### src/rtl/mem_port_arbiter.sv
// mem_port_arbiter: serialises CPU and debug/loader accesses onto the
// single unified memory, round-robin when both ports request together.
module mem_port_arbiter #(
  parameter int DW      = 32,
  parameter int AW      = 32,
  parameter int MEM_LAT = 1
) (
  input  logic          clk,
  input  logic          rst_n,
  input  logic          cpu_req,
  input  logic          cpu_we,
  input  logic [AW-1:0] cpu_addr,
  input  logic [DW-1:0] cpu_wdata,
  output logic          cpu_ack,
  output logic [DW-1:0] cpu_rdata,
  output logic          cpu_stall,
  input  logic          dbg_req,
  input  logic          dbg_we,
  input  logic [AW-1:0] dbg_addr,
  input  logic [DW-1:0] dbg_wdata,
  output logic          dbg_ack,
  output logic [DW-1:0] dbg_rdata,
  output logic          mem_rd,
  output logic          mem_wr,
  output logic [AW-1:0] mem_addr,
  output logic [DW-1:0] mem_wdata,
  input  logic [DW-1:0] mem_rdata
);

  if (MEM_LAT < 1) begin : g_lat_chk
    $error("mem_port_arbiter: MEM_LAT must be >= 1");
  end

  localparam int CW = (MEM_LAT > 1) ? $clog2(MEM_LAT) : 1;
  localparam logic [CW-1:0] CNT_INIT = CW'(MEM_LAT - 1);

  typedef enum logic [1:0] {
    IDLE,
    ACCESS,
    DONE
  } state_t;

  state_t        state;
  state_t        state_nxt;
  logic [CW-1:0] cnt;
  logic          last_dbg;
  logic          we_l;
  logic          pick_dbg;
  logic          any_req;

  assign any_req = cpu_req | dbg_req;

  // last_dbg doubles as the current grantee once an access starts
  always_comb begin
    pick_dbg = 1'b0;
    unique case (1'b1)
      cpu_req & dbg_req:  pick_dbg = ~last_dbg;
      dbg_req & ~cpu_req: pick_dbg = 1'b1;
      default:            pick_dbg = 1'b0;
    endcase
  end

  always_comb begin
    state_nxt = state;
    unique case (state)
      IDLE:    if (any_req) state_nxt = ACCESS;
      ACCESS:  if (cnt == '0) state_nxt = DONE;
      DONE:    state_nxt = IDLE;
      default: state_nxt = IDLE;
    endcase
  end

  assign mem_rd    = (state == ACCESS) & ~we_l;
  assign mem_wr    = (state == ACCESS) &  we_l;
  assign cpu_ack   = (state == DONE) & ~last_dbg;
  assign dbg_ack   = (state == DONE) &  last_dbg;
  assign cpu_stall = cpu_req & ~cpu_ack;

  always_ff @(posedge clk or negedge rst_n) begin
    if (!rst_n) begin
      state     <= IDLE;
      cnt       <= '0;
      last_dbg  <= 1'b1;
      we_l      <= 1'b0;
      mem_addr  <= '0;
      mem_wdata <= '0;
      cpu_rdata <= '0;
      dbg_rdata <= '0;
    end else begin
      state <= state_nxt;
      unique case (state)
        IDLE: begin
          if (any_req) begin
            last_dbg  <= pick_dbg;
            cnt       <= CNT_INIT;
            we_l      <= pick_dbg ? dbg_we    : cpu_we;
            mem_addr  <= pick_dbg ? dbg_addr  : cpu_addr;
            mem_wdata <= pick_dbg ? dbg_wdata : cpu_wdata;
          end
        end
        ACCESS: begin
          if (cnt != '0) begin
            cnt <= cnt - CW'(1);
          end else if (!we_l) begin
            if (last_dbg) dbg_rdata <= mem_rdata;
            else          cpu_rdata <= mem_rdata;
          end
        end
        default: ;
      endcase
    end
  end

endmodule
### config.mk
export PLATFORM = sky130hd
export DESIGN_NAME = mem_port_arbiter
export DESIGN_NICKNAME = d
export VERILOG_FILES = /design/src/rtl/mem_port_arbiter.sv
export SDC_FILE = /design/constraint.sdc
export NUM_CORES = 1
export LEC_CHECK = 0
export CAP_MARGIN = 20
export CORE_UTILIZATION = 40
export DETAILED_ROUTE_END_ITERATION = 8
export GPL_TIMING_DRIVEN = 0
export PLACE_DENSITY = 0.9
export SLEW_MARGIN = 10
export SYNTH_ARGS = -nofsm -noshare
export SYNTH_HDL_FRONTEND = slang
export SYNTH_SLANG_ARGS = --single-unit
### constraint.sdc
create_clock -name clk -period 2.2 [get_ports clk]
set_clock_uncertainty 0.15 [all_clocks]
set_input_delay 0.66 -clock clk [delete_from_list [all_inputs] [get_ports clk]]
set_output_delay 0.66 -clock clk [all_outputs]
set_load 0.02 [all_outputs]
======== Word-level counts from Yosys, hierarchy flattened ========
Index checks and enable logic that the tools add are counted.
W data, S select, Z words.
storage, ports and cells
  register bits ........................... 133
  word-level logic and storage cells ...... 43
  output and inout bits ................... 133
  input port bits ......................... 166
operators by class
  bitwise operators ....................... 13
  equality and inequality tests ........... 4
  reduce and logical (&&, ||, !) cells .... 7
  add/subtract/negate cells ............... 1
  muxes and demuxes ....................... 10
operator list
  operator               number
  $mux W32               2
  $reduce_and A4 Y1      2
  $and A1 B1 Y1          7
  $reduce_and A2 Y1      3
  $not A1 Y1             5
  $mux W2                2
  $ne A2 B2 Y1 const B   2
  $pmux W1 S2            2
  $pmux W2 S2            1
  $mux W1                3
  $eq A2 B1 Y1 const B   1
  $eq A2 B2 Y1 const B   1
  $logic_not A2 Y1       1
  $reduce_bool A2 Y1     1
  $or A1 B1 Y1           1
  $sub A1 B1 Y1 const B  1

======== Longest topological paths before layout ========
Gate-level depths: netlist (run 1).
  depth in word-level cells ............... 4
  gate-level depth with buffers ........... 5
  gate-level depth less buffers ........... 3

======== Worst setup path after synthesis (run 1) ========
Ideal clock, no wire load.
  path type ............................... flip-flop to output port
  start ................................... reg state[1]
  end ..................................... out cpu_stall
  buffers on the path ..................... 0
  cell stages (with the launch flop) ...... 3
  path slack .............................. 0.128 ns
  arrival time ............................ 1.262 ns
  data required time ...................... 1.390 ns
  path through ............................ dfrtp_1 -> nor3b_1 -> nor2b_1
between the ends
  word-level cells in the longest chain between the ends .. 4
RTL lines
  element                 RTL line  text
  from (decl)             43        state_t state;
  from (signal assigned)  90        state <= state_nxt;
  $eq A2 B2 Y1            75        assign cpu_ack = (state == DONE) & ~last_dbg;
  $and A1 B1 Y1           75
  via cpu_ack             14        output logic cpu_ack,
  $not A1 Y1              77        assign cpu_stall = cpu_req & ~cpu_ack;
  $and A1 B1 Y1           77
  to (decl)               16        output logic cpu_stall,
The timed path passes the listed nets, and every way through them passes these cells.

======== Worst setup path after layout (run 1) ========
  start ................................... reg cpu_rdata[28]
  end ..................................... out cpu_rdata[28]
RTL lines
  element                 RTL line  text
  from (decl)             15        output logic [DW-1:0] cpu_rdata,
  from (signal assigned)  106       else cpu_rdata <= mem_rdata;
No word-level cell between the ends.

==> results of run 1 <==
metrics by stage:
stage,std cells,hold WS [ps]
6_report,1027,50.4
5_1_grt,1027,87.5
4_1_cts,1027,76.4
3_5_place_dp,993,324
3_3_place_gp,992,316
2_1_floorplan,514,214
worst min-delay path by stage:
| stage | startpoint | to | slack (ps) | cells after the start |
|---|---|---|---|---|
| 3_3_place_gp | cpu_rdata[6]$_DFFE_PN0P_ | cpu_rdata[6]$_DFFE_PN0P_ | 320 | 1 |
| 2_1_floorplan | rst_n | cpu_rdata[0]$_DFFE_PN0P_ | 210 | 0 |
| 3_5_place_dp | cpu_rdata[26]$_DFFE_PN0P_ | cpu_rdata[26]$_DFFE_PN0P_ | 320 | 1 |
| 6_report | rst_n | dbg_rdata[31]$_DFFE_PN0P_ | 50 | 1 |
| 4_1_cts | rst_n | dbg_rdata[1]$_DFFE_PN0P_ | 80 | 1 |
| 5_1_grt | rst_n | dbg_rdata[31]$_DFFE_PN0P_ | 90 | 1 |
report_power, final:
| part | total, mW | leakage, nW | switching [mW] | internal [mW] |
|---|---|---|---|---|
| sequential | 4.41 | 1.53 | 0.725 | 3.69 |
| clock | 3.31 | 0.340 | 1.06 | 2.25 |
| combinational | 6.70 | 2.63 | 3.82 | 2.88 |
metal layers:
metal  global-route usage, %  vias up  wire, um
li1                        -     2454         -
met1                    27.8     2540      6910
met2                    47.8      259      9970
met3                    9.01       46      1700
met4                    12.3        0       627
met5                       0        -         0
logic make-up after synthesis:
group           Yosys count
simple gates            141
compound gates          134
flops                   132
mux                      64
buf+inv                  43
cell usage after synthesis:
cell      count
buf_6         8
dfstp_2       1
mux2_4        7
nor2b_1       2
a21bo_2       1
and3b_1       1
a21oi_1      66
nand2_1     130
or2_1         1
a21boi_1      1
buf_4         1
and2_1        3
clkbuf_1     12
a31oi_1      66
nor3b_1       1
mux2_2       39
and2b_1       1
nor2_1        1
dfrtp_1     131
buf_2        22
mux2_1       18
nor3b_4       1
registers in the layout (all words and copies together) (netlist names):
register   flops
cpu_rdata     32
dbg_rdata     32
mem_addr      32
mem_wdata     32
state          2
last_dbg       1
we_l           1
final cells by class:
type	instances	area (sq um)	share of cell area [%]
clock buffers	21	480	5.03
clock inverters	11	219	2.29
repair buffers	301	2990	31.3
well taps	180	225	2.36
flip-flops and latches	132	3310	34.6
plain buffers	43	253	2.64
multi-input cells	339	2090	21.8
worst register-to-register path, stage by stage, from the launching register on:
cell,delay (ps)
dfrtp_2,440
nor2_1,360
and2_1,220
buf_2,300
buf_2,290
a31oi_1,140
cells in the final DEF (no fill, tap or decap), types with 18 or more instances in the layout:
master and instances:
a21oi_1 66, clkdlybuf4s50_1 164, dlymetal6s2s_1 39, a31oi_1 66, mux2_1 18, dlygate4sd2_1 89
mux2_2 39, dfrtp_1 130, buf_2 26, nand2_1 130
repair_timing:
item | CTS | global route
resized for setup | 113 | 42
setup endpoints to repair | 93 | 44
setup buffers | 2 | 0
==> summary.md, run 1 <==
| Metric | Value |
|---|---|
| Filler cells | 998 |
| Top cell type's share of synthesized area | 58.2% |
| Antenna violations before repair | 0 |
| Core utilization of the finished layout | 69.1% |
| Simple-Gate Fraction of Synth Area | 10.1% |
| Post-Synth Adder-Cell Area | 0% |
| MaxCap Viol Count | 0 |
| Row count | 43 |
| Final period util | 98.8% |
| Hold Vio Cnt, Final | 0 |
| Cts hold-fix bufs | 0 |
| Area after DPL | 8870 sq um |
| Worst reg2reg path startpoint | state[1]$_DFFE_PN0P_ |
| Post-synthesis mux area share | 13.3% |
| Worst VDD drop | 0.000568 V |
| Syn-to-layout area delta | 69.6% |
| Worst reg2reg setup slack | 170 ps |
| Worst r2r dst | mem_addr[18]$_DFFE_PN0P_ |
| Clock Latency Late Sink | 410 ps |
| Register bit total from synthesis | 132 |
| IO Count | 299 |
| Compound-Gate Fraction of Synth Area | 13.5% |
| Critical-path cell list | clkdlybuf4s50_1 |
| Setup crit end kind | primary output |
| CTS Buffer Depth | 2 |
| Worst slew pin tran | 564 ps |
| Clk slew on worst S/H paths | 60 ps |
| Chip height | 121 um |
| CP delay by family, top | buffers and inverters |
| Kind of critical path | reg2out |
| Pre-CTS setup slack | -654 ps |
| Detailed Place HPWL | 13,900 um |
| DR vias | 5,299 |
| DR iter-0 viols | 279 |
| WP buf/inv | 1 |
| Pre-antenna DRT Iters | 4 |
| RSZ-0062 raised after global routing | yes |
| Final Wtd Congestion | 0.881 |
| Die width | 121 um |
| DRC viols | 0 |
| Critical path required time | 1390 ps |
| Final TNS setup | 0 ps |
| Syn avg cell area | 11.0 sq um |
| Pwr Density | 1510 nW/um^2 |
| Clk root buf | clkbuf_16 |
| Final wirelength | 19,200 um |
| Syn Inst Count | 514 |
| Worst Reg-to-Reg Cells | 5 |
| Die area | 14,600 sq um |
| Pin count of the biggest net entering global routing | 72 |
| Nets | 1,000 |
| Antenna diode instance count | 0 |
| Cell variety after synth | 22 |
| Critical Path AT | 1360 ps |
| Average wire per standard cell | 18.7 um |
| Vias in the first global route | 5,397 |
| Critical path depth | 1 |
| Crit-path max FO | 2 |
| CP Launch Type | flip-flop |
| Slew Limit Fails | 0 |
| Final Instance Area | 9560 sq um |
| Max incr delay on CP | 610 ps |
| Final min period | 2170 ps |
| Ys Warns | 0 |
| Post-Synthesis Net Count | 680 |
| Crit-path slowest cell | clkdlybuf4s50_1 |
| Status | complete, no violations |
| DRT antenna net count | 0 |
| Cell taking the most area after synthesis | dfrtp_1 |
| Synthesized area | 5640 sq um |
| XOR/XNOR Fraction of Synth Area | 0% |
| Leakage | 4.50 nW |
| Synth area leaders | dfrtp_1 (58%), nand2_1 (8.7%), mux2_2 (7.8%), a31oi_1 (7.3%), a21oi_1 (5.9%) |
| CTS Buf Count | 17 |
| Top achievable clock speed | 460 MHz |
| Sequential share of the synthesized area | 58.6% |
| First-pass GRT wire length | 28,600 um |
| Largest family of logic cells by synthesized area | compound AO/OA/AOI/OAI gates |
| CTS sink cnt | 132 |
| Setup crit end | cpu_rdata[28] |
| Hold Path Class | in2async |
| Avg Vias per Cell | 5.16 |
| H-tree Lvls | 4 |
| Share of cells above drive strength 1 | 14.6% |
| TritonCTS clock tree | built |
| GRT Residual Overflow | 0 |
| Placeable core area | 13,800 sq um |
| Design Power | 14.4 mW |
| # setup viols final | 0 |
| Initial Util | 40.8% |
| Slew headroom | 62.4% |
| CP Launch Point | cpu_rdata[28]$_DFFE_PN0P_ |
| Total GRT Usage | 26.6% |
| Port Buffer Count | 298 |
| Setup ws final | 27.2 ps |
(Power assumes the default switching activity.)
==> run 2: changes to the inputs <==
--- a/config.mk
+++ b/config.mk
@@ -5,8 +5,9 @@
 export SDC_FILE = /design/constraint.sdc
 export NUM_CORES = 1
 export LEC_CHECK = 0
+export ABC_AREA = 1
 export CAP_MARGIN = 20
-export CORE_UTILIZATION = 40
+export CORE_UTILIZATION = 42
 export DETAILED_ROUTE_END_ITERATION = 8
 export GPL_TIMING_DRIVEN = 0
 export PLACE_DENSITY = 0.9
==> summary.md, run 2 <==
| Metric | Value |
|---|---|
| Status | finished, violations left (was complete, no violations) |
| Failing checks | DRC |
| IO Count | 299 (unchanged) |
| Hold Path Class | in2async (unchanged) |
| Critical Path AT | 1370 ps (was 1360 ps) |
| Worst slew pin tran | 575 ps (was 564 ps) |
| Crit-path max FO | 2 (unchanged) |
| Post-Synthesis Net Count | 1,028 (was 680) |
| MaxCap Viol Count | 0 (unchanged) |
| Worst reg2reg path startpoint | last_dbg$_DFFE_PN1P_ (was state[1]$_DFFE_PN0P_) |
| Synth async-reset ratio | 100% (unchanged) |
| Pre-CTS setup slack | -615 ps (was -654 ps) |
| Port Buffer Count | 298 (unchanged) |
| TritonCTS clock tree | built (unchanged) |
| WP buf/inv | 1 (unchanged) |
| Syn avg cell area | 7.43 sq um (was 11.0 sq um) |
| DR iter-0 viols | 493 (was 279) |
| Clk slew on worst S/H paths | 60 ps (about the same) |
| Crit-path slowest cell | clkdlybuf4s50_1 (unchanged) |
| Synth area leaders | dfrtp_1 (51%), nand2_1 (19%), nand3_1 (13%), inv_1 (7.8%), nand4_1 (3.1%) (was dfrtp_1 (58%), nand2_1 (8.7%), mux2_2 (7.8%), a31oi_1 (7.3%), a21oi_1 (5.9%)) |
| DRT antenna net count | 0 (unchanged) |
| Sequential share of the synthesized area | 51.6% (was 58.6%) |
| Row count | 44 (was 43) |
| Synthesized area | 6400 sq um (was 5640 sq um) |
| Final wirelength | 21,300 um (was 19,200 um) |
| Worst VDD drop | 0.000603 V (was 0.000568 V) |
| Area after DPL | 9640 sq um (was 8870 sq um) |
| Ys Warns | 0 (unchanged) |
| Final Non-Filler Cells | 1,386 (was 1,027) |
| Detailed Place HPWL | 15,900 um (was 13,900 um) |
| CTS Buffer Depth | 2 (unchanged) |
| GRT Residual Overflow | 0 (unchanged) |
| Design Power | 14.5 mW (was 14.4 mW) |
| Avg Vias per Cell | 4.97 (was 5.16) |
| Total GRT Usage | 27.7% (was 26.6%) |
| DR vias | 6,889 (was 5,299) |
| Most numerous cell in the Yosys netlist | nand2_1 (was dfrtp_1) |
| Initial Util | 43.5% (was 40.8%) |
| Syn Inst Count | 862 (was 514) |
| DRC viols | 20 (was 0) |
| CP Launch Type | flip-flop (unchanged) |
| Die area | 15,700 sq um (was 14,600 sq um) |
| Final min period | 2180 ps (was 2170 ps) |
| CP Launch Point | mem_wdata[10]$_DFFE_PN0P_ (was cpu_rdata[28]$_DFFE_PN0P_) |
| Cell variety after synth | 16 (was 22) |
| Placed Instances | 1,345 (was 993) |
| Leakage | 6.06 nW (was 4.50 nW) |
| WHS | 65.2 ps (was 50.4 ps) |
| Clk root buf | clkbuf_16 (unchanged) |
| Commonest non-fill, non-tap cell in the layout | nand2_1 (was clkdlybuf4s50_1) |
| Setup crit end kind | primary output (unchanged) |
| Core utilization of the finished layout | 70.5% (was 69.1%) |
| Clock Latency Late Sink | 410 ps (about the same) |
| Slew headroom | 61.7% (was 62.4%) |
| Commonest non-fill, non-tap cells in the layout | nand2_1 (328), clkdlybuf4s50_1 (164), nand3_1 (163), inv_1 (132), dfrtp_1 (129) (was clkdlybuf4s50_1 (164), nand2_1 (130), dfrtp_1 (130), dlygate4sd2_1 (89)) |
| H-tree Lvls | 4 (unchanged) |
| Syn-to-layout area delta | 62.0% (was 69.6%) |
| Placeable core area | 14,700 sq um (was 13,800 sq um) |
| EDFF count, synth | 0 (unchanged) |
| Top cell type's share of synthesized area | 51.2% (was 58.2%) |
| Ys flop type | dfrtp_1 (unchanged) |
| Max incr delay on CP | 620 ps (was 610 ps) |
| Share of cells above drive strength 1 | 8.16% (was 14.6%) |
| Pre-antenna DRT Iters | 9 (was 4) |
| CTS Buf Count | 17 (unchanged) |
| Cts hold-fix bufs | 0 (unchanged) |
| Hold Vio Cnt, Final | 0 (unchanged) |
| CP delay by family, top | buffers and inverters (unchanged) |
| # setup viols final | 0 (unchanged) |
| Pin count of the biggest net entering global routing | 74 (was 72) |
| Final Instance Area | 10,400 sq um (was 9560 sq um) |
| Nets | 1,354 (was 1,000) |
| Antenna violations before repair | 1 (was 0) |
| Cell taking the most area after synthesis | dfrtp_1 (unchanged) |
| First-pass GRT wire length | 34,200 um (was 28,600 um) |
| Setup ws final | 21.6 ps (was 27.2 ps) |
| Average wire per standard cell | 15.4 um (was 18.7 um) |
| Critical-path cell list | clkdlybuf4s50_1 (unchanged) |
| Vias in the first global route | 6,919 (was 5,397) |
| Slew Limit Fails | 0 (unchanged) |
| Kind of critical path | reg2out (unchanged) |
| Chip height | 125 um (was 121 um) |
| Critical path required time | 1390 ps (about the same) |
| RSZ-0062 raised after global routing | yes (unchanged) |
| CTS sink cnt | 132 (unchanged) |
| Top achievable clock speed | 459 MHz (was 460 MHz) |
| Register bit total from synthesis | 132 (unchanged) |
| Final Wtd Congestion | 0.847 (was 0.881) |
| Pwr Density | 1400 nW/um^2 (was 1510 nW/um^2) |
| Final period util | 99.0% (was 98.8%) |
| Die width | 125 um (was 121 um) |
| Commonest cells in the netlist | nand2_1 (329), nand3_1 (163), inv_1 (133) (was dfrtp_1 (131), nand2_1 (130), a21oi_1 (66), a31oi_1 (66), mux2_2 (39)) |
| Final TNS setup | 0 ps (unchanged) |
==> run 2: cell count changes after synthesis, moves of 32 or more <==
cell	before	now
a21oi_1	66	0
a31oi_1	66	0
inv_1	0	133
mux2_2	39	0
nand2_1	130	329
nand3_1	0	163
nand4_1	0	32
==> run 2: cell type report <==
type                            count  area [sq um]
Antenna cell                        1          2.50
Buffer                             56           305
Clock buffer                       17           425
Clock inverter                     15           154
Fill cell                        1133          4330
Inverter                          136           522
Multi-Input combinational cell    536          2330
Sequential cell                   132          3310
Tap cell                          184           230
Timing Repair Buffer              309          3100
==> run 2: worst paths after layout <==
kind	to	slack (ps)	depth (start not counted)
worst min-delay path	cpu_rdata[11]$_DFFE_PN0P_	70	1
worst min register to register	cpu_rdata[19]$_DFFE_PN0P_	310	2
max in group asynchronous	last_dbg$_DFFE_PN1P_	1060	2
worst max register to register	mem_addr[28]$_DFFE_PN0P_	240	8
worst max-delay path	mem_wdata[10]	20	1
min in group clk	cpu_rdata[19]$_DFFE_PN0P_	310	2
==> run 2: kinds of logic after synthesis <==
family / synth area share [%]
AOI/OAI and AO/OA: 0.234
and+or+nand+nor: 35.7
buffers and inverters: 12.4
DFF: 51.6
==> run 2: routing by layer <==
| layer | share of wire [%] | wire [um] | vias up | track usage [%] |
|---|---|---|---|---|
| li1 | - | - | 3318 | - |
| met1 | 39 | 8220 | 3145 | 31.5 |
| met2 | 49 | 10300 | 362 | 47.6 |
| met3 | 8.8 | 1880 | 64 | 8.04 |
| met4 | 4.1 | 875 | 0 | 13.7 |
| met5 | 0 | 0 | - | 0 |
==> run 2: timing repair <==
item | CTS | global route
pin swaps | 3 | 3
buffers inserted | 9 | 1
endpoints found under the hold margin | 0 | 0
gates resized for setup | 133 | 51
setup endpoints to repair | 86 | 51
gates cloned | 0 | 0
==> run 2: where the power goes <==
part	switching (mW)	total [mW]	internal (mW)
clock network	1.11	2.78	1.67
logic	4.53	7.36	2.83
registers	0.709	4.38	3.67
total	6.35	14.5	8.17
